File: config.mk
export PLATFORM = sky130hd
export DESIGN_NAME = rf_wb_arbiter
export DESIGN_NICKNAME = d
export VERILOG_FILES = /design/src/rtl/rf_pkg.sv /design/src/rtl/rr_arb2.sv /design/src/rtl/rf_wb_arbiter.sv
export SDC_FILE = /design/constraint.sdc
export NUM_CORES = 1
export LEC_CHECK = 0
export ABC_AREA = 1
export BUFFER_PORTS_ARGS = -buffer_cell sky130_fd_sc_hd__buf_2
export CAP_MARGIN = 5
export CORE_MARGIN = 5
export CORE_UTILIZATION = 35
export CTS_CLUSTER_DIAMETER = 200
export CTS_CLUSTER_SIZE = 10
export DETAILED_ROUTE_END_ITERATION = 10
export GPL_ROUTABILITY_DRIVEN = 0
export PLACE_DENSITY = 0.74
export SYNTH_ARGS = -nofsm -noshare
export SYNTH_HDL_FRONTEND = slang
export SYNTH_SLANG_ARGS = --single-unit
File: constraint.sdc
create_clock -name clk -period 1.2 [get_ports clk]
set_input_delay 0.36 -clock clk [delete_from_list [all_inputs] [get_ports clk]]
set_output_delay 0.36 -clock clk [all_outputs]
set_load 0.02 [all_outputs]
File: src/rtl/rf_pkg.sv
// Shared constants and types for the register-file writeback path.
package rf_pkg;

  localparam int XLEN = 32;
  localparam int AW   = 5;
  localparam int NREG = 32;

  typedef struct packed {
    logic [AW-1:0]   addr;
    logic [XLEN-1:0] data;
  } wb_req_t;

endpackage

File: src/rtl/rr_arb2.sv
// Two-requester round-robin arbiter. Readiness of each side depends only on
// the other side's request and the priority pointer, never on its own request.
module rr_arb2 (
  input  logic       clk,
  input  logic       reset_n,
  input  logic [1:0] req,
  output logic [1:0] rdy,
  output logic [1:0] gnt
);

  logic prio;

  assign rdy[0] = !req[1] || (prio == 1'b0);
  assign rdy[1] = !req[0] || (prio == 1'b1);
  assign gnt    = req & rdy;

  // NOTE: sequential state is written with non-blocking assignments so every
  // flop samples pre-edge values regardless of block evaluation order.
  always_ff @(posedge clk) begin
    if (!reset_n) begin
      prio <= 1'b0;
    end else if (&req) begin
      // contention always yields a grant, so hand priority to the loser
      prio <= ~prio;
    end
  end

endmodule

File: src/rtl/rf_wb_arbiter.sv
// Shares the register file write port between ALU (port 0) and load unit
// (port 1). Define RF_SCOREBOARD_EN to build the pending-write scoreboard.
module rf_wb_arbiter #(
  parameter int XLEN = rf_pkg::XLEN,
  parameter int AW   = rf_pkg::AW
) (
  input  logic            clk,
  input  logic            reset_n,
  input  logic            wb0_valid,
  input  logic [AW-1:0]   wb0_addr,
  input  logic [XLEN-1:0] wb0_data,
  output logic            wb0_ready,
  input  logic            wb1_valid,
  input  logic [AW-1:0]   wb1_addr,
  input  logic [XLEN-1:0] wb1_data,
  output logic            wb1_ready,
  output logic            we3,
  output logic [AW-1:0]   wa3,
  output logic [XLEN-1:0] wd3,
  input  logic            iss_valid,
  input  logic [AW-1:0]   iss_rd,
  output logic            iss_ready,
  input  logic [AW-1:0]   rs1,
  input  logic [AW-1:0]   rs2,
  output logic            haz1,
  output logic            haz2
);

  import rf_pkg::*;

  logic [1:0] req;
  logic [1:0] rdy;
  logic [1:0] gnt;
  wb_req_t    sel;

  assign req = {wb1_valid, wb0_valid};

  rr_arb2 u_arb (
    .clk     (clk),
    .reset_n (reset_n),
    .req     (req),
    .rdy     (rdy),
    .gnt     (gnt)
  );

  assign wb0_ready = rdy[0];
  assign wb1_ready = rdy[1];

  // NOTE: every signal written here gets a default first, so no path leaves
  // it unassigned and no latch is inferred.
  always_comb begin
    sel.addr = wb0_addr;
    sel.data = wb0_data;
    if (gnt[1]) begin
      sel.addr = wb1_addr;
      sel.data = wb1_data;
    end
  end

  // Writes to x0 are consumed but never reach the register file.
  always_ff @(posedge clk) begin
    if (!reset_n) begin
      we3 <= 1'b0;
      wa3 <= '0;
      wd3 <= '0;
    end else begin
      we3 <= (|gnt) && (sel.addr != '0);
      if (|gnt) begin
        wa3 <= sel.addr;
        wd3 <= sel.data;
      end
    end
  end

`ifdef RF_SCOREBOARD_EN
  logic [NREG-1:0] pending;
  logic [NREG-1:0] set_mask;
  logic [NREG-1:0] clr_mask;
  logic [NREG-1:0] pending_nxt;

  always_comb begin
    set_mask = '0;
    clr_mask = '0;
    if (iss_valid && iss_ready && (iss_rd != '0)) set_mask[iss_rd] = 1'b1;
    if (we3) clr_mask[wa3] = 1'b1;
    pending_nxt = (pending & ~clr_mask) | set_mask;
  end

  always_ff @(posedge clk) begin
    if (!reset_n) begin
      pending <= '0;
    end else begin
      pending <= {pending_nxt[NREG-1:1], 1'b0};
    end
  end

  // A bit being cleared this cycle still blocks; issue retries next cycle.
  assign iss_ready = !pending[iss_rd];
  assign haz1      = pending[rs1];
  assign haz2      = pending[rs2];
`else
  logic unused_iss;
  assign unused_iss = ^{iss_valid, iss_rd, rs1, rs2};

  assign iss_ready = 1'b1;
  assign haz1      = 1'b0;
  assign haz2      = 1'b0;
`endif

endmodule
==> impl_results.html <==
<table>
<tr><th>Metric</th><th>Value</th></tr>
<tr><th colspan="2">Pwr</th></tr>
<tr><td>Share of power burned in the clock network</td><td>28.0%</td></tr>
<tr><td>Power per cell area</td><td>1210 mW/mm2</td></tr>
<tr><td>Max VDD drop</td><td>0.000624 V</td></tr>
<tr><td>Net switching fraction of the power</td><td>30.0%</td></tr>
<tr><td>Cell internal pwr</td><td>0.00220 W</td></tr>
<tr><td>Power spent charging and discharging nets</td><td>0.000941 W</td></tr>
<tr><td>Part of the total power dissipated in combinational logic</td><td>25.4%</td></tr>
<tr><td>Part of the power in registers</td><td>46.7%</td></tr>
<tr><td>Leakage</td><td>1.27 nW</td></tr>
<tr><th colspan="2">Timing</th></tr>
<tr><td>Setup slack of the critical path after layout</td><td>-121 ps</td></tr>
<tr><td>Number of pins with negative max-slew slack in the final report</td><td>0</td></tr>
<tr><td>Clock skew</td><td>3.15 ps</td></tr>
<tr><td>Number of endpoints with negative hold slack in the final report</td><td>0</td></tr>
<tr><td>Shortest period the worst path allows</td><td>1320 ps</td></tr>
<tr><td>Maximum clock rate</td><td>757 MHz</td></tr>
<tr><td>Share of the clock period used by the worst path</td><td>110%</td></tr>
<tr><td>Setup repair after global routing missed its margin</td><td>yes</td></tr>
<tr><td>Worst hold slack across all endpoints</td><td>326 ps</td></tr>
<tr><td>Setup Total Neg Slack</td><td>-218 ps</td></tr>
<tr><td>Endpoints failing setup</td><td>9</td></tr>
<tr><th colspan="2">Clock network</th></tr>
<tr><td>Deepest clock path buffer count</td><td>2</td></tr>
<tr><td>Hold-fix buffer count after cts</td><td>0</td></tr>
<tr><td>Cell at the root of the clock tree</td><td>sky130_fd_sc_hd__clkbuf_8</td></tr>
<tr><td>Deepest level of the CTS H-tree</td><td>2</td></tr>
<tr><td>Number of buffers created by CTS</td><td>5</td></tr>
<tr><td>Later-pin clock latency in the skew report</td><td>280 ps</td></tr>
<tr><td>Clock transition at path regs</td><td>70 ps</td></tr>
<tr><td>Number of sinks handled by clock tree synthesis</td><td>39</td></tr>
<tr><td>CTS tree</td><td>yes</td></tr>
<tr><th colspan="2">GRT</th></tr>
<tr><td>Largest net degree at the start of global routing</td><td>39</td></tr>
<tr><td>Total routing usage reported by global routing</td><td>17.7%</td></tr>
<tr><td>Via count of the first global-routing pass</td><td>2055</td></tr>
<tr><td>Remaining global-route overflow</td><td>0</td></tr>
<tr><td>Initial antenna violation count</td><td>0</td></tr>
<tr><td>First-pass GRT wire length</td><td>9090 um</td></tr>
<tr><th colspan="2">Yosys</th></tr>
<tr><td>Combined area of all synthesized cells</td><td>0.00175 mm2</td></tr>
<tr><td>Post-synthesis average cell area</td><td>7.46 um2</td></tr>
<tr><td>Synthesized instance count</td><td>235</td></tr>
<tr><td>Sequential-to-total area share from yosys stat</td><td>44.5%</td></tr>
<tr><td>Ys Warns</td><td>0</td></tr>
<tr><td>Flop and latch count out of synthesis</td><td>39</td></tr>
<tr><td>Post-synth cell types</td><td>18</td></tr>
<tr><th colspan="2">Placed design</th></tr>
<tr><td>Detail Placement HPWL</td><td>4030 um</td></tr>
<tr><td>Number of port buffers</td><td>117</td></tr>
<tr><th colspan="2">Final layout</th></tr>
<tr><td>Fraction of layout instances using a drive strength above 1</td><td>43.9%</td></tr>
<tr><td>Final core utilization</td><td>54.3%</td></tr>
<tr><td>Commonest cells after routing, fill and taps aside</td><td>sky130_fd_sc_hd__buf_2, sky130_fd_sc_hd__o21ai_0, sky130_fd_sc_hd__nand3_1</td></tr>
<tr><td>Area of the multi-input gates</td><td>825 um2</td></tr>
<tr><td>Number of diodes added for antenna fixing</td><td>0</td></tr>
<tr><td>Post-synthesis to final-layout area growth</td><td>48.2%</td></tr>
<tr><td>Filler Cell Count</td><td>473</td></tr>
<tr><td>Net count reported at finish</td><td>449</td></tr>
<tr><td>Leading cell type in the layout, fill and taps excluded</td><td>sky130_fd_sc_hd__buf_2</td></tr>
<tr><td>Area occupied by registers</td><td>783 um2</td></tr>
<tr><th colspan="2">Setup path</th></tr>
<tr><td>Endpoint type of the worst setup path</td><td>output port</td></tr>
<tr><td>Kind of critical path</td><td>flop to output port</td></tr>
<tr><td>Required time reported for the critical path endpoint</td><td>840 ps</td></tr>
<tr><td>Critical path startpoint category</td><td>flop</td></tr>
<tr><td>Data arrival at the endpoint of the critical path</td><td>960 ps</td></tr>
<tr><td>Critical Path Fanout Max</td><td>2</td></tr>
<tr><th colspan="2">Routing</th></tr>
<tr><td>Count of unresolved DRC violations after routing</td><td>0</td></tr>
<tr><td>Drt total wl</td><td>5660 um</td></tr>
<tr><td>Iteration count of the initial detailed-routing pass</td><td>4</td></tr>
<tr><td>Average vias per placed instance</td><td>4.84</td></tr>
<tr><td>Overall via count from detail_route</td><td>2043</td></tr>
<tr><td>Routed WL per cell</td><td>13.4 um</td></tr>
<tr><td>Iter 0 DRT Violations</td><td>63</td></tr>
<tr><td>Antenna Nets Post-Route</td><td>0</td></tr>
<tr><th colspan="2">Run</th></tr>
<tr><td>Max-cap violation count</td><td>0</td></tr>
<tr><th colspan="2">Floorplanning</th></tr>
<tr><td>I/O pin total</td><td>137</td></tr>
<tr><td>Full die area</td><td>0.00652 mm2</td></tr>
<tr><td>Vert. Die Dim</td><td>80.8 um</td></tr>
<tr><td>Row cnt</td><td>25</td></tr>
<tr><td>Die W</td><td>80.8 um</td></tr>
<tr><td>Placeable core region</td><td>0.00479 mm2</td></tr>
<tr><td>Effective utilization at floorplan</td><td>36.6%</td></tr>
<tr><th colspan="2">Min path</th></tr>
<tr><td>Type of the most critical hold path</td><td>primary input to flop</td></tr>
<tr><th colspan="2">Status</th></tr>
<tr><td>Failing checks</td><td>negative setup slack</td></tr>
<tr><td>Status</td><td>finished with violations</td></tr>
</table>
-- final timing paths --
path                      from  depth (start not counted)   endpoint  slack, ps
setup / recovery    u_arb.prio                          4  wb1_ready       -120
hold / removal    wb0_data[17]                          3    wd3[17]        330
setup reg to reg    u_arb.prio                          7    wd3[31]        -50
hold reg to reg        wd3[27]                          2    wd3[27]        470
-- power groups by stage --
| stage | Clock, W | Combinational [W] | Sequential [W] |
|---|---|---|---|
| 2_1_floorplan | 0 | 0.000292 | 0.00163 |
| 3_3_place_gp | 0 | 0.000738 | 0.00149 |
| 3_5_place_dp | 0 | 0.000746 | 0.00149 |
| 4_1_cts | 0.000908 | 0.000765 | 0.00146 |
| 5_1_grt | 0.000976 | 0.000878 | 0.00148 |
| 6_report | 0.000877 | 0.000797 | 0.00146 |
-- cell type report --
class / instances / share of cell area (%)
clock buffers: 6 / 3.18
inverters: 3 / 0.530
multi-input cells: 172 / 31.7
clock inverters: 1 / 0.193
flip-flops and latches: 39 / 30.2
well taps: 67 / 3.23
repair buffers: 134 / 31.0
-- synth_stat cells (all sizes together) --
cell type  number  share of area [%]
or2             1               0.36
nand3          41                 12
o211ai          1               0.71
a21oi           1               0.29
nand2          24                5.7
conb            2               0.43
buf            19                8.5
dfxtp          39                 45
inv             3               0.64
o21ai          66                 19
nor2           35                7.6
clkbuf          3               0.64
-- through the flow --
step,worst slack (ps),cell area (um2),total power [W],cells
2_1_floorplan,0.380,1760,0.00192,236
5_1_grt,-174,2600,0.00333,422
3_3_place_gp,-96.2,2410,0.00222,411
4_1_cts,-122,2530,0.00314,420
3_5_place_dp,-160,2410,0.00224,411
6_report,-121,2600,0.00314,422
-- per-layer routing --
layer	GRT usage [%]	wire length, um
met4	5.74	106
met5	0	0
met3	4.88	495
met1	20.4	2260
met2	31.5	2800
-- critical path, stage by stage (launching register included) --
cell and delay [ps]:
sky130_fd_sc_hd__dfxtp_2 330, sky130_fd_sc_hd__inv_2 70, sky130_fd_sc_hd__nand2_4 50, sky130_fd_sc_hd__buf_6 110, sky130_fd_sc_hd__buf_6 120
-- cell families (layout without fill, tap and decap cells) --
| logic type | count (synthesis) | in the layout | share of synthesized area (%) |
|---|---|---|---|
| simple gates | 101 | 101 | 25.4 |
| buf+inv | 25 | 144 | 9.78 |
| other cells | 2 | 3 | 0.428 |
| flops | 39 | 39 | 44.5 |
| compound gates | 68 | 68 | 19.8 |
-- state kept, by name, indices dropped and copies added (netlist names) --
signal	count
u_arb.prio	1
wa3	5
wd3	32
we3	1
-- timing repair --
| item | 4_1_cts | 5_1_grt |
|---|---|---|
| pin swaps | 1 | 6 |
| gates resized for setup | 7 | 18 |
| buffers inserted | 2 | 2 |
| endpoints found under the setup margin | 19 | 29 |
Power figures use the tool's default switching activity.
